File: config.mk
export PLATFORM = sky130hd
export DESIGN_NAME = fetch_unit
export DESIGN_NICKNAME = d
export VERILOG_FILES = /design/src/rtl/fetch_unit_pkg.sv /design/src/rtl/fetch_unit.sv
export SDC_FILE = /design/constraint.sdc
export NUM_CORES = 1
export LEC_CHECK = 0
export ABC_AREA = 1
export CAP_MARGIN = 15
export CORE_ASPECT_RATIO = 0.9
export CORE_MARGIN = 1.5
export CORE_UTILIZATION = 48
export CTS_CLUSTER_SIZE = 30
export DETAILED_ROUTE_END_ITERATION = 10
export GPL_TIMING_DRIVEN = 0
export PLACE_DENSITY = 0.92
export RECOVER_POWER = 50
export SYNTH_ARGS = -nofsm -noshare
export SYNTH_HDL_FRONTEND = slang
export SYNTH_SLANG_ARGS = --single-unit
export TNS_END_PERCENT = 100
File: constraint.sdc
create_clock -name clk -period 2.8 [get_ports clk]
set_input_delay 0.56 -clock clk [delete_from_list [all_inputs] [get_ports clk]]
set_output_delay 0.56 -clock clk [all_outputs]
set_load 0.02 [all_outputs]
File: src/rtl/fetch_unit_pkg.sv
// ---------------------------------------------------------------------------
// fetch_unit_pkg
//   Shared CPU definitions used by the instruction fetch unit: machine word
//   width, the reset vector and the fetch-state encodings, plus the PC
//   next-value rule (load beats increment, increment wraps modulo 2^16).
// ---------------------------------------------------------------------------
package fetch_unit_pkg;

    localparam int unsigned WORD_W = 16;

    typedef logic [WORD_W-1:0] word_t;

    localparam word_t RESET_VECTOR = 16'h0000;

    // S_REQ   : a request for the current pc is outstanding (or about to be
    //           issued, straight after reset)
    // S_VALID : i_bus holds the word at pc
    // S_DROP  : the outstanding request is stale; a request for the new pc
    //           goes out once the old one completes
    typedef enum logic [1:0] {
        S_REQ   = 2'd0,
        S_VALID = 2'd1,
        S_DROP  = 2'd2
    } fetch_state_e;

    // Next program counter. A load takes priority over an increment issued
    // in the same cycle; the increment wraps 0xFFFF -> 0x0000.
    function automatic word_t next_pc(input word_t pc,
                                      input logic  load,
                                      input logic  inc,
                                      input word_t target);
        if (load) begin
            return target;
        end
        if (inc) begin
            return pc + word_t'(1);
        end
        return pc;
    endfunction

endpackage

File: src/rtl/fetch_unit.sv
// ---------------------------------------------------------------------------
// fetch_unit
//   Holds the architectural program counter and keeps i_bus loaded with the
//   instruction word at pc by issuing single outstanding reads to the
//   instruction memory. Requests are never altered while outstanding, so a
//   pc change during a request waits for that request to complete, throws
//   its data away, then re-requests the new pc.
//
// Ports
//   clk          system clock, all state changes on its rising edge
//   rst          synchronous active-high reset
//   pc_increment one-cycle strobe: pc <= pc + 1
//   pc_load      one-cycle strobe: pc <= d_bus (wins over pc_increment)
//   d_bus        jump target
//   i_bus        registered instruction word
//   i_valid      registered; i_bus equals the word at pc
//   pc           architectural program counter
//   imem_req     read request, held until imem_ack
//   imem_addr    read address, stable while imem_req is high
//   imem_data    read data, valid in the imem_ack cycle
//   imem_ack     one-cycle completion of the outstanding request
// ---------------------------------------------------------------------------
module fetch_unit
    import fetch_unit_pkg::*;
(
    input  logic              clk,
    input  logic              rst,
    input  logic              pc_increment,
    input  logic              pc_load,
    input  logic [WORD_W-1:0] d_bus,
    output logic [WORD_W-1:0] i_bus,
    output logic              i_valid,
    output logic [WORD_W-1:0] pc,
    output logic              imem_req,
    output logic [WORD_W-1:0] imem_addr,
    input  logic [WORD_W-1:0] imem_data,
    input  logic              imem_ack
);

    fetch_state_e state_q, state_d;
    word_t        pc_q, pc_d;
    word_t        i_bus_q, i_bus_d;
    word_t        imem_addr_q, imem_addr_d;
    logic         i_valid_q, i_valid_d;
    logic         imem_req_q, imem_req_d;

    logic         pc_update;
    logic         ack_accepted;

    always_comb begin
        // NOTE: every signal assigned here gets a default first, so no path
        // through the case leaves one unassigned and no latch is inferred.
        pc_update    = pc_load | pc_increment;
        pc_d         = next_pc(pc_q, pc_load, pc_increment, d_bus);
        // An ack with no request outstanding is meaningless and ignored.
        ack_accepted = imem_req_q & imem_ack;

        state_d      = state_q;
        i_bus_d      = i_bus_q;
        i_valid_d    = i_valid_q;
        imem_req_d   = imem_req_q;
        imem_addr_d  = imem_addr_q;

        case (state_q)
            S_REQ: begin
                if (!imem_req_q) begin
                    // Straight out of reset: no request yet, issue one for pc.
                    imem_req_d  = 1'b1;
                    imem_addr_d = pc_d;
                end else if (ack_accepted && pc_update) begin
                    // Data belongs to the old pc; request the new one at once.
                    imem_addr_d = pc_d;
                end else if (ack_accepted) begin
                    i_bus_d    = imem_data;
                    i_valid_d  = 1'b1;
                    imem_req_d = 1'b0;
                    state_d    = S_VALID;
                end else if (pc_update) begin
                    // Request must stay untouched until its ack arrives.
                    state_d = S_DROP;
                end
            end

            S_VALID: begin
                if (pc_update) begin
                    // i_bus keeps the old word; i_valid flags it as stale.
                    i_valid_d   = 1'b0;
                    imem_req_d  = 1'b1;
                    imem_addr_d = pc_d;
                    state_d     = S_REQ;
                end
            end

            S_DROP: begin
                if (ack_accepted) begin
                    // Discard the stale data; pc_d already folds in any
                    // update arriving in this same cycle.
                    imem_addr_d = pc_d;
                    state_d     = S_REQ;
                end
            end

            default: begin
                // Unreachable encoding: treat any outstanding request as
                // stale so its data can never reach i_bus.
                i_valid_d = 1'b0;
                state_d   = imem_req_q ? S_DROP : S_REQ;
            end
        endcase
    end

    always_ff @(posedge clk) begin
        // NOTE: sequential state uses non-blocking assignments so every flop
        // samples pre-edge values, independent of statement order.
        if (rst) begin
            state_q     <= S_REQ;
            pc_q        <= RESET_VECTOR;
            i_bus_q     <= '0;
            i_valid_q   <= 1'b0;
            imem_req_q  <= 1'b0;
            imem_addr_q <= RESET_VECTOR;
        end else begin
            state_q     <= state_d;
            pc_q        <= pc_d;
            i_bus_q     <= i_bus_d;
            i_valid_q   <= i_valid_d;
            imem_req_q  <= imem_req_d;
            imem_addr_q <= imem_addr_d;
        end
    end

    assign i_bus     = i_bus_q;
    assign i_valid   = i_valid_q;
    assign pc        = pc_q;
    assign imem_req  = imem_req_q;
    assign imem_addr = imem_addr_q;

endmodule

# Yosys cells after proc, flatten, opt, wreduce, memory -nomap -nowiden
# Index checks and enable logic that the tools add are counted.
# totals
out_inout_bits	50
regBits	52
# classes
n_addsub	1
n_mux	30
n_bitwise	4
eq_ne	9
n_reduce_logical	9
# op_table
cell	n
16-bit two-way mux	8
16-bit one-hot mux with 3 select lines	1
16-bit by 1-bit adder with 16-bit output, second input constant	1
2-bit two-way mux	7
1-bit two-way mux	11
2-bit != test, second input constant	5
5-bit AND reduction	2
4-bit AND reduction	2
3-bit != test, second input constant	2
2-bit one-hot mux with 3 select lines	1
1-bit one-hot mux with 3 select lines	1
3-bit nonzero test	1
2-bit by 1-bit == test with 1-bit output, second input constant	1
2-bit == test, second input constant	1
2-bit logical NOT	1
1-bit NOT	2
1-bit one-hot mux with 2 select lines	1
2-bit AND reduction	1
2-bit nonzero test	1
1-bit AND	1
1-bit logical AND	1
1-bit OR	1

# Depth between registers and ports, before layout
# depth
ltp_word	7
depth_mapped	12

# Worst setup path before layout
# OpenSTA, ideal clock, no wires.
# synth_path
path_type	input port to flip-flop
start	in pc_increment
end	reg imem_addr_q[12], in the netlist imem_addr[12]
setup_time_ps	109
path_buffers	2
cell_stages	12
path_slack_ps	1240
t_arrival_ps	1452
cell_sequence	buf_6 nor2_4 o21ai_1 nand2_1 nand2_1 nand2_2 inv_2 buf_6 nor2_1 nor2_1 nand2_1 inv_1
# synth_between
elab_chain_cells	7
word_cells_on_any_way	15
# synth_rtl
element	line	source
start, declared	fetch_unit.sv:28	input logic pc_increment,
1-bit two-way mux (2 in series)	fetch_unit_pkg.sv:35	if (inc) begin
16-bit two-way mux	fetch_unit_pkg.sv:38	return pc;
16-bit two-way mux	fetch_unit_pkg.sv:35	
16-bit two-way mux	fetch_unit.sv:70	end else if (ack_accepted && pc_update) begin
16-bit two-way mux	fetch_unit.sv:66	if (!imem_req_q) begin
16-bit one-hot mux with 3 select lines	fetch_unit.sv:64	case (state_q)
end signal, assigned	fetch_unit.sv:128	imem_addr_q <= imem_addr_d;
end, declared	fetch_unit.sv:43	word_t imem_addr_q, imem_addr_d;
# Parallel ways exist; a longest one is shown, timed or not. The select of a mux whose other input is x is not followed.
# A chain may end at the register's enable or synchronous reset.

# Final worst setup path
# layout_path
start	in pc_load
end	reg imem_addr_q[8], in the netlist imem_addr[8]
# layout_between
elab_chain_cells	5
word_cells_on_any_way	12
# layout_rtl
element	line	source
start, declared	fetch_unit.sv:29	input logic pc_load,
1-bit two-way mux	fetch_unit_pkg.sv:32	if (load) begin
16-bit two-way mux	fetch_unit_pkg.sv:35	
16-bit two-way mux	fetch_unit.sv:70	
16-bit two-way mux	fetch_unit.sv:66	
16-bit one-hot mux with 3 select lines	fetch_unit.sv:64	
# Parallel ways exist; a longest one is shown, timed or not. The select of a mux whose other input is x is not followed.

==> metrics <==
status finished, final reports clean; Starting Density 50.05%; Netlist cell types 28; gr usage total 25.04%; crit start category input pin; Die ar. 5509 µm²; syn_area_per_cell 7.017 µm²; Reg-to-Reg End imem_addr[8]; worst vdd ir 0.3336 mV; register area share after synthesis 42.75%; RSZ-0062 raised after global routing no; Fill cells 413; vias in the first global route 2,448; max_slew headroom 65.51%; Antenna Nets Post-Route 0; WL/cell 12.97 µm; FF+latch area 1041 µm²; die width 78.08 µm; Pleak 1.493 nW; most used cell, CP nand2_1; Final Max Slew Viols 0; CTS tree yes; dpl cells 496; Clk pin slew, worst setup/hold paths 90 ps; largest area contributor in the netlist dfxtp_1; sequential power share 40.0%; syn_nets 389; min cycle time layout 2196 ps; Mapped Cells 347; CP Capture Type flop; Hold Path Origin i_bus[11]; Hold WC Path Type reg -> reg; CTS H-tree depth 2; clock latency on the worst-skew pair 310 ps; CTS max path bufs 2; FF-to-FF path depth 11; Syn. warnings 0; R2R Setup Slk 790 ps; crit-path max FO 10; area of the multi-input gates 1120 µm²; Setup Skew 9.250 ps; Synth area leaders dfxtp_1 (43%), nand2_1 (14%), a21oi_1 (7.4%); share of the synthesized area in the top cell type 42.75%; hold_buf cts 0; Layout Cells excl Fill 504; global route total overflow 0; sw frac 35.61%; layout cells sized above 1 4.556%; Remaining DRCs 0; Final setup viols 0; Port-buffer cells 84; boundary pin count 87; CTS resizes 0; Synth Register Bits 52; Total Wirelength 6.535 mm; Vias/cell 5.079; number of diodes 0; final worst-path cycle share 78.41%; crit path cell chain clkdlybuf4s50_1 > nor2_1 > o21ai_0 > nand2_1 > nand2_1 > nand2_2 > inv_2 > clkbuf_1 > nand3_1 > o211ai_1 > inv_1; core area 4865 µm²; Clock Tree Root clkbuf_8; CTS buffer count 5; initial antenna violation count 0; Top Family by Delay on Critical Path buffers and inverters; Bufs and invs on worst path 4; Internal Power 1.512 mW; Max-cap violations 0; WHS Endpoint i_bus[11]; Mapped Area 2435 µm²; chip height 70.57 µm; CP max stage delay 470 ps; P_sw 0.8364 mW; routability congestion estimate 0.9374; setup_tns 0 ps; Net count, final 480; slowest CP cell clkdlybuf4s50_1; CTS sink count 52; hold-critical path depth 2; Worst Max-Slew Pin Slew 517.3 ps; setup bufs post-CTS 0; final hold vios 0; hpwl dp 5.003 mm; Clock Power Share 21.8%; final hold slack 462.6 ps; pin count of the biggest net entering global routing 16; CP Data Arrival Time 2400 ps; PwrDens 684.3 nW/µm²; DR vias 2,560; Initial DRC Count 170; f_max 0.4555 GHz; crit path kind in -> reg; Crit path required time 3000 ps; global-route wire length before repair 10.94 mm; Comb pwr share 38.2%; worst r2r src state_q[0]; First-pass DRT Iterations 4; row cnt 24; Area Growth Syn to Fin 40.96%
-- sequential cells by signal, summed over array words and instances, names as in the netlist --
register / cells
pc: 16
i_bus: 16
state_q: 2
i_valid: 1
imem_addr: 16
imem_req: 1
-- metrics by stage --
step / area [µm²] / power (mW) / utilization, % / setup slack (ps)
6_report: 3432 / 2.349 / 70.55 / 604.4
2_1_floorplan: 2435 / 1.503 / - / 1240
3_5_place_dp: 3357 / 1.896 / 69.01 / 620.2
5_1_grt: 3432 / 2.487 / 70.55 / 418.3
3_3_place_gp: 3357 / 1.868 / 69.01 / 649.3
4_1_cts: 3465 / 2.401 / 71.22 / 848.0
-- layout make-up --
type | instances | area share (%)
multi-input combinational | 240 | 32.63
sequential | 52 | 30.33
clock inverter | 2 | 1.021
clock buffer | 6 | 2.114
tap | 65 | 2.370
inverter | 41 | 4.521
timing repair buffer | 84 | 24.50
buffer | 14 | 2.515
-- synth_stat cells --
master and n:
a211oi_1 1, xor2_1 2, nor2_1 38, a221oi_1 1, inv_4 1, nor2_4 2, o21bai_1 2, nand2_4 1
nand2_2 2, a21boi_1 1, o21ai_0 12, clkbuf_1 4, nand2_1 91, buf_6 5, nand3_1 31, inv_1 38
o21ai_1 1, nor2_2 2, nand4_1 6, a21oi_1 36, ha_1 5, buf_2 5, inv_2 2, dfxtp_1 52
nor3_1 3, a21oi_2 1, mux2i_1 1, o211ai_1 1
-- worst max-delay path by stage --
stage,cells past startpoint,start,to,slack [ps]
finish,11,pc_load,imem_addr[8],600
global route,11,pc_load,imem_addr[8],420
CTS,1,pc[9],pc[9],850
detailed placement,7,pc_load,imem_addr[8],620
global placement,7,pc_load,imem_addr[8],650
floorplan,12,pc_increment,imem_addr[12],1240
-- worst register-to-register path, stage by stage, from the launching register on --
cell	delay, ps
dfxtp_1	400
inv_1	90
ha_1	270
inv_1	90
nand2_1	60
nand2_1	80
nand2_2	60
inv_2	80
clkbuf_1	400
nand3_1	190
o211ai_1	130
inv_1	50
-- kinds of logic (layout without fill, tap and decap cells) --
logic type	Yosys count	in the layout	synth area share, %
multiplexers	1	1	0.4111
AND/OR/NAND/NOR	176	176	30.83
XOR/XNOR	2	2	0.7196
AO/OA/AOI/OAI	56	56	12.33
buffers and inverters	55	147	10.38
adder cells (fa/ha/maj)	5	5	2.569
flip-flops	52	52	42.75
-- power groups by stage --
stage / Combinational [mW] / Sequential, mW / Clock, mW
detailed placement: 0.938 / 0.958 / 0
global placement: 0.914 / 0.955 / 0
finish: 0.896 / 0.939 / 0.513
global route: 0.985 / 0.953 / 0.548
floorplan: 0.415 / 1.09 / 0
CTS: 0.944 / 0.942 / 0.515
-- layer usage --
layer	vias to the layer above	global-route usage, %	part of all wire (%)
li1	1288	-	-
met1	1179	29.59	43
met2	87	43.48	48
met3	6	8.645	8.5
met4	0	6.746	0.84
met5	-	0	0
-- placed cells by master, fill, tap and decap left out, types with 3 or more instances in the layout --
| cell type | netlist | layout |
|---|---|---|
| a21oi_1 | 36 | 37 |
| buf_2 | 5 | 3 |
| buf_6 | 5 | 4 |
| clkbuf_1 | 4 | 8 |
| clkbuf_8 | 0 | 5 |
| clkdlybuf4s50_1 | 0 | 65 |
| dfxtp_1 | 52 | 52 |
| dlygate4sd3_1 | 0 | 19 |
| ha_1 | 5 | 5 |
| inv_1 | 38 | 38 |
| nand2_1 | 91 | 92 |
| nand3_1 | 31 | 31 |
| nand4_1 | 6 | 6 |
| nor2_1 | 38 | 40 |
| nor3_1 | 3 | 3 |
| o21ai_0 | 12 | 13 |
No activity file was read; power rests on OpenSTA's default activity.
